<file path="src/rtl/encoder16_4_irq.sv">
`default_nettype none
// ============================================================================
//  Module      : encoder16_4_irq
//  Description : Sequential 16-to-4 priority encoder. Request lines are
//                captured into a sticky pending register; the highest set
//                pending bit is presented as a binary code with a valid/ack
//                handshake and cleared once accepted.
//  Revision    : 1.0 - initial release
// ============================================================================
module encoder16_4_irq #(
    parameter int EDGE_MODE = 1,
    parameter int N         = 16,
    parameter int W         = 4
) (
    input  logic         clk,
    input  logic         rst_n,
    input  logic         en,
    input  logic [N-1:0] D,
    input  logic         ack,
    output logic [W-1:0] Y,
    output logic         valid,
    output logic [N-1:0] pend,
    output logic         ovf
);

    typedef enum logic [1:0] {
        ST_IDLE    = 2'd0,
        ST_PRESENT = 2'd1,
        ST_GAP     = 2'd2
    } state_t;

    localparam logic [N-1:0] c_one = {{(N-1){1'b0}}, 1'b1};

    state_t         r_state;
    state_t         w_state_next;
    logic [N-1:0]   r_prev;
    logic [N-1:0]   r_pend;
    logic [W-1:0]   r_y;
    logic [W-1:0]   w_y_next;
    logic           r_valid;
    logic           w_valid_next;
    logic           r_ovf;

    logic [N-1:0]   w_cap;
    logic [N-1:0]   w_clr;
    logic [N-1:0]   w_pend_next;
    logic           w_ovf_next;
    logic           w_ack_accept;
    logic [W-1:0]   w_top_idx;

    // Request capture: rising edges against last cycle's D, or raw level.
    always_comb begin
        w_cap = '0;
        if (EDGE_MODE != 0) begin
            w_cap = D & ~r_prev;
        end else begin
            w_cap = D;
        end
    end

    // Clear mask for the presented bit, only when an ack is accepted in PRESENT.
    // Set takes precedence over clear so a request landing on the ack cycle survives.
    always_comb begin
        w_ack_accept = (r_state == ST_PRESENT) && ack;
        w_clr        = w_ack_accept ? (c_one << r_y) : '0;
        w_pend_next  = (r_pend & ~w_clr) | w_cap;
        w_ovf_next   = |(w_cap & r_pend & ~w_clr);
    end

    // Highest-index set bit of the pending register (bit N-1 wins).
    always_comb begin
        w_top_idx = '0;
        for (int i = 0; i < N; i++) begin
            if (r_pend[i]) begin
                w_top_idx = W'(i);
            end
        end
    end

    // Edge history, pending register and overflow pulse.
    always_ff @(posedge clk or negedge rst_n) begin
        if (!rst_n) begin
            r_prev <= '0;
            r_pend <= '0;
            r_ovf  <= 1'b0;
        end else begin
            r_prev <= D;
            r_pend <= w_pend_next;
            r_ovf  <= w_ovf_next;
        end
    end

    // Handshake FSM state and presented code registers.
    always_ff @(posedge clk or negedge rst_n) begin
        if (!rst_n) begin
            r_state <= ST_IDLE;
            r_y     <= '0;
            r_valid <= 1'b0;
        end else begin
            r_state <= w_state_next;
            r_y     <= w_y_next;
            r_valid <= w_valid_next;
        end
    end

    // Next-state logic: present in IDLE, hold until ack, one forced gap cycle.
    always_comb begin
        w_state_next = r_state;
        w_y_next     = r_y;
        w_valid_next = r_valid;
        case (r_state)
            ST_IDLE: begin
                w_valid_next = 1'b0;
                if (en && (r_pend != '0)) begin
                    w_y_next     = w_top_idx;
                    w_valid_next = 1'b1;
                    w_state_next = ST_PRESENT;
                end
            end
            ST_PRESENT: begin
                if (ack) begin
                    w_valid_next = 1'b0;
                    w_state_next = ST_GAP;
                end
            end
            ST_GAP: begin
                w_valid_next = 1'b0;
                w_state_next = ST_IDLE;
            end
            default: begin
                w_valid_next = 1'b0;
                w_state_next = ST_IDLE;
            end
        endcase
    end

    assign Y     = r_y;
    assign valid = r_valid;
    assign pend  = r_pend;
    assign ovf   = r_ovf;

endmodule
`default_nettype wire

</file>
<file path="config.mk">
export PLATFORM = sky130hd
export DESIGN_NAME = encoder16_4_irq
export DESIGN_NICKNAME = d
export VERILOG_FILES = /design/src/rtl/encoder16_4_irq.sv
export SDC_FILE = /design/constraint.sdc
export NUM_CORES = 1
export LEC_CHECK = 0
export CORE_UTILIZATION = 50
export CTS_CLUSTER_SIZE = 25
export DETAILED_ROUTE_END_ITERATION = 10
export HOLD_SLACK_MARGIN = 0.08
export PLACE_DENSITY = 0.8
export SKIP_CTS_REPAIR_TIMING = 1
export SYNTH_ARGS = -nofsm -noshare
export SYNTH_HDL_FRONTEND = slang
export SYNTH_SLANG_ARGS = --single-unit
</file>
<file path="constraint.sdc">
create_clock -name clk -period 5.6 [get_ports clk]
set_input_delay 1.12 -clock clk [delete_from_list [all_inputs] [get_ports clk]]
set_output_delay 1.12 -clock clk [all_outputs]
set_load 0.05 [all_outputs]
</file>
Word-level counts from Yosys, hierarchy flattened
Cells that the tools add are included.

cells by class
  multiplexer cells = 22
  eq/ne operators = 3
  bitwise logic cells = 7
  shift operators = 1
  reductions and logical operators = 7

operators by type and width
  cell                    count
  $and A16 B16 Y16        4
  $mux W4                 14
  $not A16 Y16            2
  $mux W16                1
  $or A16 B16 Y16         1
  $reduce_bool A16 Y1     1
  $reduce_or A16 Y1       1
  $shl A1 B4 Y16 const A  1
  $mux W2                 2
  $ne A2 B2 Y1 const B    2
  $pmux W2 S2             1
  $reduce_and A2 Y1       2
  $mux W1                 3
  $eq A2 B1 Y1 const B    1
  $logic_and A1 B1 Y1     2
  $logic_not A2 Y1        1
  $pmux W1 S2             1

storage, ports and cells
  input bits = 20
  output and inout port bits = 22
  bits in registers = 40

Depth between registers and ports, before layout
  word-level depth = 15
  mapped depth = 6
  mapped depth without buffers = 5

Worst setup path before layout
Ideal clock, no wire load.

  path kind = in2reg
  from = input ack
  to = register r_ovf, in the netlist ovf
  arrival time = 2372 ps
  path slack = 3089 ps
  path buffers = 0
  stages on the path = 5
  path through = nand4b_4 -> o311a_1 -> nor4_1 -> nand4_1 -> or4_1

on the way
  longest elaborated chain between the ends = 5

ends and longest elaborated chain
  what                    RTL line  source
  start: declaration      19        input logic ack,
  $logic_and A1 B1 Y1     64        w_ack_accept = (r_state == ST_PRESENT) && ack;
  $mux W16                65        w_clr = w_ack_accept ? (c_one << r_y) : '0;
  $not A16 Y16            67        w_ovf_next = |(w_cap & r_pend & ~w_clr);
  $and A16 B16 Y16        67
  $reduce_or A16 Y1       67
  via w_ovf_next          47        logic w_ovf_next;
  end signal: assignment  89        r_ovf <= w_ovf_next;
  end: declaration        42        logic r_ovf;

The timed path passes the listed nets, and every way through them passes these cells.
A chain may end at the register's enable or synchronous reset.

Final worst setup path
Same ends and word-level chain as after synthesis.

==> metrics.md <==
| Metric | Value |
|---|---|
| Post-DP HPWL | 3.49 mm |
| Sequential fraction of the synthesis area | 54.5% |
| MaxCap Viol Count | 0 |
| GR Util met2 | 42.8% |
| H-tree depth | 2 |
| GRT overflow | 0 |
| Combinational share of power | 30.1% |
| DIE HEIGHT | 62.6 um |
| Cell area after synthesis | 1840 um^2 |
| Synth Net Count | 197 |
| Final setup TNS | 0 ns |
| Initial antenna violation count | 0 |
| Critical Path RT | 5.83 ns |
| Antenna fix cells | 0 |
| Internal | 0.444 mW |
| Worst-skew pair later-pin latency | 0.35 ns |
| First-pass GRT wire length | 7.82 mm |
| Peak VDD IR | 0.000187 V |
| WL/cell | 17.4 um |
| Initial Util | 53.7% |
| Crit end category | flip-flop |
| Root Buffer | clkbuf_4 |
| DRT iter0 DRCs | 150 |
| Final Setup Violations | 0 |
| Sw Share | 37.3% |
| Gr busiest metal | met2 |
| Row count | 21 |
| Top_reg_cell synth | dfrtp_1 |
| Ports | 42 |
| DRC errors left | 0 |
| Full die area | 3920 um^2 |
| Final Hold Viols | 0 |
| Post-synth EDFFs | 0 |
| Worst-path clk slew | 0.12 ns |
| Cells after Synth | 177 |
| Vias per cell | 5.81 |
| Sink Count | 40 |
| P per Cell Area | 304 nW/um^2 |
| Grt met1 use | 34.8% |
| RSZ-0062 raised after global routing | no |
| Startpoint types | input pin |
| Final std cells w/o fill | 270 |
| Via count | 1568 |
| Drt total wl | 4.70 mm |
| Async set or reset register ratio after synthesis | 100% |
| PortBufs | 41 |
| CTS tree | done |
| DRT Pass-1 Iters | 4 |
| Cell variety after synth | 44 |
| Worst Setup Path Type | input pin to flip-flop |
| LEAKAGE | 0.948 nW |
| CTS buffer count | 5 |
| Layout Nets | 244 |
| Clock buffer depth | 2 |
| Most frequent cells in the layout | dfrtp_1 (40), clkdlybuf4s50_1 (40), o21ai_0 (25) |
| Outcome | finished clean |
| Area Overhead vs Synth | 27.0% |
| Part of the power in registers | 50.8% |
| Gp weighted congestion | 0.837 |
| Slew @ Worst Pin | 0.906 ns |
| Fin crit share | 52.7% |
| GRT Util Overall | 26.1% |
| Hold Path Class | flip-flop to flip-flop |
| Die X | 62.6 um |
| Yosys reg bits | 40 |
| GRT met3 Usage | 5.29% |
| Vias in the first global route | 1615 |
| Skew final | 0.0117 ns |
| Final-report max-slew violation count | 0 |
| Ratio of cells with drive above 1 in the final layout | 9.38% |
| Slew HR | 39.6% |
| Minimum clock period | 2.95 ns |
| Clock power share | 19.1% |
| Hold Slack | 0.450 ns |
| Maximum clock rate | 339 MHz |
| Placed insts | 263 |
| Switching power | 0.264 mW |
| Max FO, Critical Path | 6 |
| WP data arrival | 3.18 ns |
| Synth warn | 0 |
| Largest net degree at the start of global routing | 41 |
| Antenna Nets Post-Route | 0 |
| Syn_area_per_cell | 10.4 um^2 |
| Core Box Area | 3420 um^2 |
[final cells by class]
cell class                 count  area (um^2)
sequential                    40         1000
timing repair buffer          41          405
multi-input combinational    122          768
fill                         277         1080
inverter                      14         52.6
tap                           46         57.6
clock inverter                 1         5.00
clock buffer                   6         41.3
[power groups by stage]
stage          Combinational [mW]  Clock, mW  Sequential, mW
6_report                    0.213      0.135           0.359
5_1_grt                     0.225      0.147           0.363
4_1_cts                     0.213      0.139           0.357
3_5_place_dp                0.212          0           0.363
3_3_place_gp                0.209          0           0.360
2_1_floorplan              0.0751          0           0.412
[state kept, by name, indices dropped and copies added (netlist names)]
register  count
pend         16
r_prev       16
Y             4
r_state       2
ovf           1
valid         1
[path summary, 6_finish.rpt]
| path | from | to | slack [ns] | depth (start not counted) |
|---|---|---|---|---|
| max | ack | ovf | 2.65 | 6 |
| min | r_prev[5] | pend[5] | 0.45 | 1 |
| max reg2reg | Y[0] | ovf | 3.43 | 5 |
| min reg2reg | r_prev[5] | pend[5] | 0.45 | 1 |
| max in group asynchronous | rst_n | r_prev[9] | 4.14 | 1 |
| min in group asynchronous | rst_n | Y[3] | 0.89 | 1 |
[through the flow]
step / instance area, um^2 / setup slack (ns) / power, mW / utilization, %
6_report: 2330 / 2.65 / 0.708 / 68.2
5_1_grt: 2330 / 2.58 / 0.735 / 68.2
4_1_cts: 2330 / 2.67 / 0.710 / 68.2
3_5_place_dp: 2280 / 2.30 / 0.575 / 66.9
3_3_place_gp: 2280 / 2.36 / 0.569 / 66.9
2_1_floorplan: 1840 / 3.09 / 0.487 / -
[cells in the mapped netlist, drive strengths merged (4+ instances only)]
master / count / area (um^2)
nor2b: 4 / 25.0
dfrtp: 40 / 1000
o21ai: 26 / 130
nor2: 10 / 37.5
a21oi: 4 / 20.0
nand2: 17 / 63.8
nand3b: 6 / 45.0
nand2b: 6 / 47.5
inv: 14 / 52.6
[logic make-up after synthesis]
| logic type | synth area share [%] |
|---|---|
| simple gates | 23.9 |
| flops | 54.5 |
| compound gates | 16.8 |
| buf+inv | 3.61 |
| mux | 1.16 |
[metal layers]
layer | routed length [um] | up-vias
met3 | 226 | 8
met5 | 0 | -
met1 | 2170 | 775
li1 | - | 729
met4 | 81 | 0
met2 | 2230 | 56
[worst max-delay path, cell delays in order]
cell and delay, ns:
clkdlybuf4s50_1 0.61, nand4b_4 0.16, o311a_1 0.30, nor4_1 0.32, nand4_1 0.12, or4_1 0.54
No activity file was read; power rests on OpenSTA's default activity.
==> edit 1, RTL diff (config.mk and constraints unchanged) <==
Register the output `ovf` once more; this adds one clock of latency there. The other outputs are not delayed to match.
--- a/src/rtl/encoder16_4_irq.sv
+++ b/src/rtl/encoder16_4_irq.sv
@@ -139,3 +139,5 @@
     assign pend  = r_pend;
-    assign ovf   = r_ovf;
+    always_ff @(posedge clk) begin
+        ovf <= r_ovf;
+    end
 
Function: changed (a bounded check fails within 4 cycles, from zero or initial values and one cycle with rst_n low).
==> edit 1 against the original RTL <==
  * Sequential share of layout area fell by 0.13 points
  * Routed wire length barely moved
  * Critical path depth did not move
  * Synthesized cell count rose by 0.56%
  * Design area rose by 2.3%
  * Utilization rose by 1.0 points
  * Power rose by 8.0%
  * Worst setup slack got worse by 0.098 ns
  * Synthesized area rose by 1.1%
  * Sequential cell count rose by 1
  * Cell count rose by 0.74%
==> edit 1: results (changes against the original RTL) <==
- Outcome: complete, no violations
- DR WL/cell: 17.3 µm (-0.76%)
- Reg area: 1020 µm² (+2.0%)
- Max IR drop VDD: 0.196 mV (+4.6%)
- Worst hold slack: 0.346 ns (-0.104 ns)
- WP data arrival: 3.21 ns (+0.03 ns)
- Asr flop ratio synth: 97.6% (-2.4 points)
- Post-synthesis cell type count: 45 (+2.3%)
- Area contributors post-synth: dfrtp_1 54%, o21ai_0 6.7%, nand2_1 3.4%, inv_1 2.8%, nand3b_1 2.4%
- HP Start: r_ovf
- Number of nets in the layout: 245 (+0.41%)
- Setup WS pre-CTS: 2.25 ns (-0.0435 ns)
- Fillers: 281 (+1.4%)
- Final std cells w/o fill: 272 (+0.74%)
- Final WS setup: 2.55 ns (-0.0984 ns)
- Syn Nets: 198 (+0.51%)
- Area after detailed placement: 2300 µm² (+0.88%)
- Lkg Pwr: 0.000967 µW (+2.1%)
- Syn. warnings: 0 (unchanged)
- P_int: 494 µW (+11%)
- Placer Congestion: 0.880 (+5.2%)
- Share of cells above drive strength 1: 8.85% (-0.53 points)
- Share of the yosys chip area belonging to registers: 55.0% (+0.49 points)
- R2R Path End: r_ovf
- Dpl cells: 264 (+0.38%)
- Total global-route track usage: 26.3% (+0.14 points)
- Largest net degree at the start of global routing: 41 (unchanged)
- Root buffer cell: clkbuf_8
- Reg clk slew, reported paths: 0.07 ns (-0.05 ns)
- Vias in the first global route: 1626 (+0.68%)
- Insertion delay to the later sink of the worst-skew pair: 0.29 ns (-0.06 ns)
- Iteration-0 DRC Markers: 146 (-2.7%)
- Reg2Reg Setup Slack: 3.42 ns (about the same)
- Slew headroom: 41.3% (+1.7 points)
- WHS Endpoint: ovf
- First-pass GRT wire length: 7910 µm (+1.2%)
## edit 1: changes by cell type after synthesis, sizes merged
cell,delta
dfxtp,+1
## edit 1: worst max-delay path, stage by stage
cell and delay (ns):
clkdlybuf4s50_1 0.63, nand4b_4 0.17, o311a_1 0.31, nor4_1 0.32, nand4_1 0.13, or4_1 0.53
## edit 1: final cells by class
| type | count | area share (%) |
|---|---|---|
| timing repair buffer | 41 | 17.0 |
| tap | 46 | 2.41 |
| clock buffer | 8 | 3.36 |
| sequential | 41 | 42.8 |
| inverter | 14 | 2.20 |
| multi-input combinational | 122 | 32.2 |
## edit 1: worst max path at each step
stage          start    end  cells after the start
3_3_place_gp     ack  r_ovf                      6
6_report         ack  r_ovf                      6
2_1_floorplan    ack  r_ovf                      5
4_1_cts          ack  r_ovf                      6
5_1_grt          ack  r_ovf                      6
3_5_place_dp     ack  r_ovf                      6
## edit 1: power by group through the flow
stage | Combinational (µW) | Clock, µW | Sequential [µW]
after floorplan | 75.1 | 0 | 420
after global placement | 212 | 0 | 369
after detailed placement | 214 | 0 | 370
after CTS | 215 | 186 | 364
after global routing | 229 | 196 | 370
final | 214 | 184 | 366
## edit 1: routing by layer
| layer | up-vias | wire length (µm) | GRT usage, % |
|---|---|---|---|
| li1 | 731 | - | - |
| met1 | 793 | 2060 | 34.3 |
| met2 | 57 | 2300 | 42.5 |
| met3 | 11 | 235 | 4.93 |
| met4 | 0 | 104 | 11.3 |
| met5 | - | 0 | 0 |
## edit 1: cells by family after synthesis
family / after synthesis / share of synthesized area (%)
multiplexers: 2 / 1.15
buffers and inverters: 15 / 3.57
flip-flops: 41 / 55.0
AND/OR/NAND/NOR: 70 / 23.6
AO/OA/AOI/OAI: 50 / 16.7
==> edit 2, RTL diff (same flow settings) <==
Without the edit above. The parameter `W` goes from 4 to 6.
--- a/src/rtl/encoder16_4_irq.sv
+++ b/src/rtl/encoder16_4_irq.sv
@@ -12,3 +12,3 @@
     parameter int N         = 16,
-    parameter int W         = 4
+    parameter int W         = 6
 ) (
Ports: changed (resized Y); port bits go from 42 to 44. The function was not compared with the original's and may differ.
==> edit 2 against the original RTL <==
  * Routed wire length down 4.5%
  * Synthesized area up 1.0%
  * Hold slack worse by 0.013 ns
  * Sequential power up 3%
  * Synthesized cell count up 2.8%
  * Cell count up 0.37%
  * Power up 12%
  * Non-clock buffer count unchanged
  * Sequential cell count unchanged
  * First-iteration DRC count down 47%
  * Worst setup slack better by 0.061 ns
  * Design area up 1.2%
  * Critical endpoint is now Y[2]
  * Largest power group unchanged
==> edit 2: results (changes against the original RTL) <==
- Skew final: 0.00717 ns (-0.00450 ns)
- TritonCTS Buffers: 5 (unchanged)
- Via/cell ratio: 5.86 (+0.97%)
- Placer Congestion: 0.903 (+7.9%)
- Final wirelength: 4490 µm (-4.5%)
- Initial antenna violation count: 0 (unchanged)
- Insertion delay to the later sink of the worst-skew pair: 0.29 ns (-0.06 ns)
- Critical path launch point: Y[2]
- Hold Crit Class: reg -> reg
- Max Root-Sink Buffers: 2 (unchanged)
- Area contributors post-synth: dfrtp_1 54%, o21ai_0 8.4%, inv_1 4.3%, nand3b_1 3.6%, o2111ai_1 2.4%
- Syn. warnings: 0 (unchanged)
- First-pass GRT wire length: 7600 µm (-2.7%)
- CTS HTree Levels: 2 (unchanged)
- Asr flop ratio synth: 100% (unchanged)
- Share of the yosys chip area belonging to registers: 54.0% (-0.55 points)
- Number of nets in the layout: 247 (+1.2%)
- Share of cells above drive strength 1: 6.67% (-2.7 points)
- R2R cell count: 5 (unchanged)
- Crit-path slowest cell: clkdlybuf4s50_1
- Reg clk slew, reported paths: 0.07 ns (-0.05 ns)
- Syn_area_per_cell: 10.2 µm² (-1.8%)
- 1st-pass router iterations: 4 (unchanged)
- Critical-path maximum fanout: 10 (+4)
- CP endpoint: Y[2]
- Post-synthesis cell type count: 42 (-4.5%)
- Most instantiated cells after synthesis: 40 x dfrtp_1, 31 x o21ai_0, 21 x inv_1
- Total global-route track usage: 25.0% (-1.1 points)
- Reg2Reg Setup Slack: 3.59 ns (+0.16 ns)
- Slew headroom: 41.5% (+1.9 points)
- Dpl cells: 266 (+1.1%)
- Root buffer cell: clkbuf_8
- Met1 GRT Util: 32.8% (-2.0 points)
- Post-synth EDFFs: 0 (unchanged)
- R2R Path End: ovf
- Critical Path Max Stage Delay: 0.89 ns (+0.28 ns)
- I/O Buffers: 41 (unchanged)
- Iteration-0 DRC Markers: 79 (-47%)
- Fillers: 275 (-0.72%)
- Outcome: complete, no violations
- HP Start: r_prev[6]
- Top Family by Delay on Critical Path: buffers and inverters
- HPWL after detailed placement: 3390 µm (-2.9%)
- Diode count: 0 (unchanged)
- GR met3 Demand/Resource: 6.20% (+0.91 points)
- Met2 Use GR: 39.7% (-3.1 points)
- Vias in the first global route: 1568 (-2.9%)
- Lkg Pwr: 0.000989 µW (+4.3%)
- WP data arrival: 1.77 ns (-1.41 ns)
- Largest net degree at the start of global routing: 41 (unchanged)
- Max IR drop VDD: 0.207 mV (+11%)
- DR WL/cell: 16.6 µm (-4.8%)
-- edit 2: cell count changes after synthesis, moves of 3 or more --
cell	unedited run	this run
inv_1	14	21
nand3b_1	6	9
o2111ai_1	0	5
o21ai_0	25	31
nand2_1	17	11
-- edit 2: worst min path at each step --
| stage | slack [ns] | cells past startpoint | endpoint |
|---|---|---|---|
| floorplan | 0.42 | 1 | pend[0] |
| global placement | 0.43 | 1 | pend[7] |
| detailed placement | 0.43 | 1 | pend[4] |
| CTS | 0.44 | 1 | pend[6] |
| global route | 0.45 | 1 | pend[6] |
| finish | 0.44 | 1 | pend[6] |
-- edit 2: layout make-up --
class	instances	area share (%)
Tap cell	46	2.44
Timing Repair Buffer	41	17.2
Sequential cell	40	42.4
Clock buffer	5	2.92
Multi-Input combinational cell	117	31.4
Inverter	22	3.61
-- edit 2: logic make-up after synthesis --
logic type             synth area share (%)
buffers and inverters                  6.28
AO/OA/AOI/OAI                          20.4
AND/OR/NAND/NOR                        17.5
multiplexers                           1.62
flip-flops                             54.0
other                                 0.202
-- edit 2: routing by layer --
metal	vias up	part of all wire (%)
met1	770	42
met4	0	2.4
li1	737	-
met3	11	7.1
met5	-	0
met2	71	48
-- edit 2: where the power goes --
part           total, µW  internal, µW  switching (µW)
sequential           370           322            48.0
combinational        256          96.8             159
clock                167          80.2            87.0
-- edit 2: per-stage QoR --
stage	worst slack, ns	power [µW]	cell area, µm²
CTS	2.71	796	2360
finish	2.71	793	2360
global placement	2.66	624	2290
floorplan	3.22	534	1860
global route	2.67	829	2360
detailed placement	2.60	629	2290
